## src/rtl/sequential_divider.sv

```systemverilog
// sequential_divider: radix-2 restoring signed divider, one quotient bit per enabled clock.
// Ports: clk, reset (async, active-high), enable (holds all state when low),
//   start/dividend/divisor (request and operands, sampled in IDLE),
//   busy, done (one-cycle pulse), quotient, remainder, div_by_zero (held until the next result).
// Optional: define DIV_UNSIGNED_SEL_EN to add input is_signed (0 = unsigned operation).
module sequential_divider #(
  parameter int WIDTH = 32
) (
  input  logic             clk,
  input  logic             reset,
  input  logic             enable,
  input  logic             start,
  input  logic [WIDTH-1:0] dividend,
  input  logic [WIDTH-1:0] divisor,
`ifdef DIV_UNSIGNED_SEL_EN
  input  logic             is_signed,
`endif
  output logic             busy,
  output logic             done,
  output logic [WIDTH-1:0] quotient,
  output logic [WIDTH-1:0] remainder,
  output logic             div_by_zero
);
  typedef enum logic [1:0] {IDLE, RUN, FIX} state_t;
  localparam int CW = $clog2(WIDTH + 1);
  state_t state;
  logic [CW-1:0] count;
  logic [WIDTH-1:0] rem, q, dvs;
  logic q_neg, r_neg, dz, sgn, a_neg, b_neg;
  logic [WIDTH:0] upper, trial;
`ifdef DIV_UNSIGNED_SEL_EN
  assign sgn = is_signed;
`else
  assign sgn = 1'b1;
`endif
  assign a_neg = sgn & dividend[WIDTH-1];
  assign b_neg = sgn & divisor[WIDTH-1];
  // shifted partial remainder; a borrow out of bit WIDTH means the trial went negative
  assign upper = {rem, q[WIDTH-1]};
  assign trial = upper - {1'b0, dvs};
  always_ff @(posedge clk or posedge reset) begin
    if (reset) begin
      state       <= IDLE;
      count       <= '0;
      rem         <= '0;
      q           <= '0;
      dvs         <= '0;
      q_neg       <= 1'b0;
      r_neg       <= 1'b0;
      dz          <= 1'b0;
      busy        <= 1'b0;
      done        <= 1'b0;
      quotient    <= '0;
      remainder   <= '0;
      div_by_zero <= 1'b0;
    end else if (enable) begin
      done <= 1'b0;
      case (state)
        IDLE: if (start) begin
          busy        <= 1'b1;
          div_by_zero <= 1'b0;
          count       <= '0;
          dz          <= divisor == '0;
          dvs         <= b_neg ? -divisor : divisor;
          // divide-by-zero skips RUN and preloads the fixed result with no sign correction
          if (divisor == '0) begin
            rem   <= dividend;
            q     <= '1;
            q_neg <= 1'b0;
            r_neg <= 1'b0;
            state <= FIX;
          end else begin
            rem   <= '0;
            q     <= a_neg ? -dividend : dividend;
            q_neg <= a_neg ^ b_neg;
            r_neg <= a_neg;
            state <= RUN;
          end
        end
        RUN: begin
          rem   <= trial[WIDTH] ? upper[WIDTH-1:0] : trial[WIDTH-1:0];
          q     <= {q[WIDTH-2:0], ~trial[WIDTH]};
          count <= count + 1'b1;
          state <= count == CW'(WIDTH - 1) ? FIX : RUN;
        end
        FIX: begin
          quotient    <= q_neg ? -q : q;
          remainder   <= r_neg ? -rem : rem;
          div_by_zero <= dz;
          done        <= 1'b1;
          busy        <= 1'b0;
          state       <= IDLE;
        end
        default: state <= IDLE;
      endcase
    end
  end
endmodule

```

## config.mk

```make
export PLATFORM = sky130hd
export DESIGN_NAME = sequential_divider
export DESIGN_NICKNAME = d
export VERILOG_FILES = /design/src/rtl/sequential_divider.sv
export SDC_FILE = /design/constraint.sdc
export NUM_CORES = 1
export LEC_CHECK = 0
export BUFFER_PORTS_ARGS = -buffer_cell sky130_fd_sc_hd__clkbuf_2
export CORE_ASPECT_RATIO = 0.75
export CORE_MARGIN = 4
export CORE_UTILIZATION = 60
export CTS_CLUSTER_SIZE = 14
export DETAILED_ROUTE_END_ITERATION = 10
export GPL_TIMING_DRIVEN = 0
export PLACE_DENSITY = 0.82
export SYNTH_ARGS = -nofsm -noshare
export SYNTH_HDL_FRONTEND = slang
export SYNTH_SLANG_ARGS = --single-unit
```

## constraint.sdc

```tcl
create_clock -name clk -period 5.94 [get_ports clk]
set_clock_uncertainty 0.15 [all_clocks]
set_input_delay 0.297 -clock clk [delete_from_list [all_inputs] [get_ports clk]]
set_output_delay 0.297 -clock clk [all_outputs]
set_load 0.01 [all_outputs]
```

==> out/results.txt <==
Largest net degree at the start of global routing: 95
Design Area, Final: 0.0132 mm^2
CTS tree: built
Synth Area in Compound Gates: 22.8%
Max IR drop VDD: 0.000269 V
Number of global-route vias before repair: 10400
Total number of vias: 11400
Final Critical Period: 4.32 ns
Pleak: 5.85 nW
Seq/Total Area, Yosys: 37.6%
Slowest CP cell: buf_1
Peak Freq: 0.232 GHz
Worst setup EP type: flop
CP peak stage delay: 0.56 ns
Syn Nets: 1511
Slew Viols, Final: 0
Tightest Pin Transition: 0.973 ns
Avg Inst Size Synth: 8.25 um^2
Cell Chain, Critical Path: ha_1, clkbuf_1, and4_1, and4_1, o211ai_1, a21oi_1, a21oi_1, nand3_1, clkbuf_1, buf_1, nor2_1, a31oi_1, a21oi_1
GR Overflow Total: 0
Largest family of logic cells by synthesized area: compound AO/OA/AOI/OAI gates
Post-synth top flop: dfrtp_1
Fin Hold WS: 0.0128 ns
WL per Instance: 20.1 um
Total GRT Usage: 33.7%
Gpl congestion: 0.989
N_diodes: 0
Critical Path Start Type: flop
Die Width: 168 um
Die area: 0.0216 mm^2
Xor and xnor area share after synthesis: 11.0%
RSZ-0062 raised after global routing: no
Setup violators final: 0
Bufs on Longest Clock Path: 2
Synth warn: 0
H-tree Lvls: 4
Syn Inst Count: 1405
Post-DP Area: 0.0126 mm^2
Period utilisation layout: 72.7%
Hold Fails Final Rpt: 0
Initial DRC Count: 1325
Multiplexer area fraction after synthesis: 2.27%
Num ports: 135
Status: finished clean
Initial Utilization: 61.9%
Syn-to-layout area delta: 13.7%
Core Rows: 43
First-pass GRT wire length: 57.3 mm
Post-Synth Simple-Gate Area: 17.9%
Synth Area in Adders: 4.17%
Initial antenna violation count: 0
Number of buffer and inverter stages on the critical path: 3
Post-synth EDFFs: 0
Port bufs: 133
Post-synthesis register bit count: 174
Crit path max fanout: 10
Top delay family on crit path: buffers and inverters
Critical path class: reg2reg
Clock Sinks: 174
CTS Root Cell: clkbuf_16
Pre-antenna DRT Iters: 5
CP dominant cell by count: a21oi_1
Synth cell types: 68
Synth async-reset ratio: 100%
Clock Pin Slew Worst Setup and Hold Paths: 0.07 ns
Power per Cell Area: 486 mW/mm^2
Share of cells above drive strength 1: 12.2%
Max-Slew Margin vs Limit: 34.6%
TritonCTS buffer count: 17
Routed Antenna Nets: 0
Mapped cell area: 0.0116 mm^2
Hpwl dp: 28.5 mm
Die height: 128 um
Worst-Skew Late Latency: 0.44 ns
DR DRC count: 0
Max_cap viols: 0
Area of the core: 0.0187 mm^2
Cts repair resizes: 0
Worst EP arrival: 4.48 ns
Vias per cell: 6.28
Final wirelength: 36.6 mm
Worst Path Required: 6.11 ns
Worst min path class: in2reg
Post-layout net count: 1666
-- state kept, by name, indices dropped and copies added, names as in the netlist --
signal / count
done: 1
remainder: 32
rem: 32
quotient: 32
div_by_zero: 1
q: 32
state: 2
dz: 1
count: 6
busy: 1
q_neg: 1
r_neg: 1
dvs: 32
-- through the flow --
stage                     total power, mW  TNS [ns]  worst slack, ns  std cells  utilization (%)
after floorplan                      4.24         0            0.776       1405                -
after global placement               5.11   -175.01            -1.03       1785             67.1
after detailed placement             5.19         0             1.78       1786             67.3
after CTS                            6.29         0             1.73       1820             70.4
after global routing                 6.83         0             1.40       1820             70.4
final                                6.41         0             1.62       1820             70.4
-- report_power, final --
| part | switching [mW] | leakage (nW) | internal (mW) |
|---|---|---|---|
| sequential | 0.510 | 2.25 | 1.46 |
| clock | 0.512 | 0.273 | 0.587 |
| combinational | 1.97 | 3.33 | 1.36 |
| total | 3.00 | 5.85 | 3.41 |
-- final timing paths --
kind | slack (ns) | endpoint | startpoint | cells after the start
min in group asynchronous | 0.39 | quotient[12] | reset | 3
hold reg to reg | 0.33 | remainder[6] | remainder[6] | 2
setup / recovery | 1.62 | rem[20] | rem[18] | 13
setup reg to reg | 1.62 | rem[20] | rem[18] | 13
max in group asynchronous | 4.43 | remainder[15] | reset | 4
hold / removal | 0.01 | state[1] | enable | 2
-- area by class of cell --
type	instances	area, um^2
sequential	174	4350
buffer	81	308
multi-input combinational	1096	6730
tap	247	309
clock inverter	13	129
timing repair buffer	136	713
inverter	54	210
clock buffer	19	433
fill	1550	5540
-- cells by family (layout without fill, tap and decap cells) --
kind of cell | count (synthesis) | in the layout
AND/OR/NAND/NOR | 443 | 443
adder cells (fa/ha/maj) | 38 | 38
AO/OA/AOI/OAI | 444 | 444
buffers and inverters | 135 | 303
flip-flops | 174 | 174
XOR/XNOR | 145 | 145
multiplexers | 26 | 26
-- layer usage --
layer | vias to the layer above | wire [um] | track usage (%)
li1 | 5300 | - | -
met4 | 0 | 890 | 9.26
met2 | 701 | 14700 | 47.8
met1 | 5339 | 16200 | 50.0
met5 | - | 0 | 0
met3 | 82 | 4780 | 10.5
-- cell usage after synthesis (24+ instances only) --
cell,count,share of area [%]
clkbuf_1,74,2.4
mux2i_1,24,2.1
a21oi_1,83,3.6
nor2_1,68,2.2
o21ai_0,204,8.8
dfrtp_1,174,38
xnor2_1,57,4.3
o22ai_1,33,1.8
ha_1,37,4.0
o31ai_1,29,1.9
inv_1,54,1.7
xor2_1,88,6.7
nand2_1,224,7.3
-- placed cells by master (no fill, tap or decap), types with 6 or more instances in the layout --
cell type,count
o22ai_1,33
nor2b_1,11
o21ai_0,204
o21a_1,7
a31oi_1,8
mux2i_1,24
dfrtp_1,174
nor4_1,6
or3_1,20
nor2_1,68
or2_2,10
clkbuf_2,133
a21oi_1,83
nand3_1,21
o211ai_1,6
clkbuf_16,17
inv_1,53
or4_1,14
and3_1,9
nand2b_1,17
xor2_1,88
and2_1,6
nand2_1,224
nor3_1,11
xnor2_1,57
o41ai_1,18
a21o_1,10
ha_1,37
nand4_1,7
o31ai_1,29
clkbuf_1,76
-- repair_timing --
action / in CTS / in global routing
setup endpoints to repair: 0 / 0
hold endpoints to repair: 94 / 0
setup buffers: 0 / 0
hold buffers: 2 / 0
(Power assumes the default switching activity.)
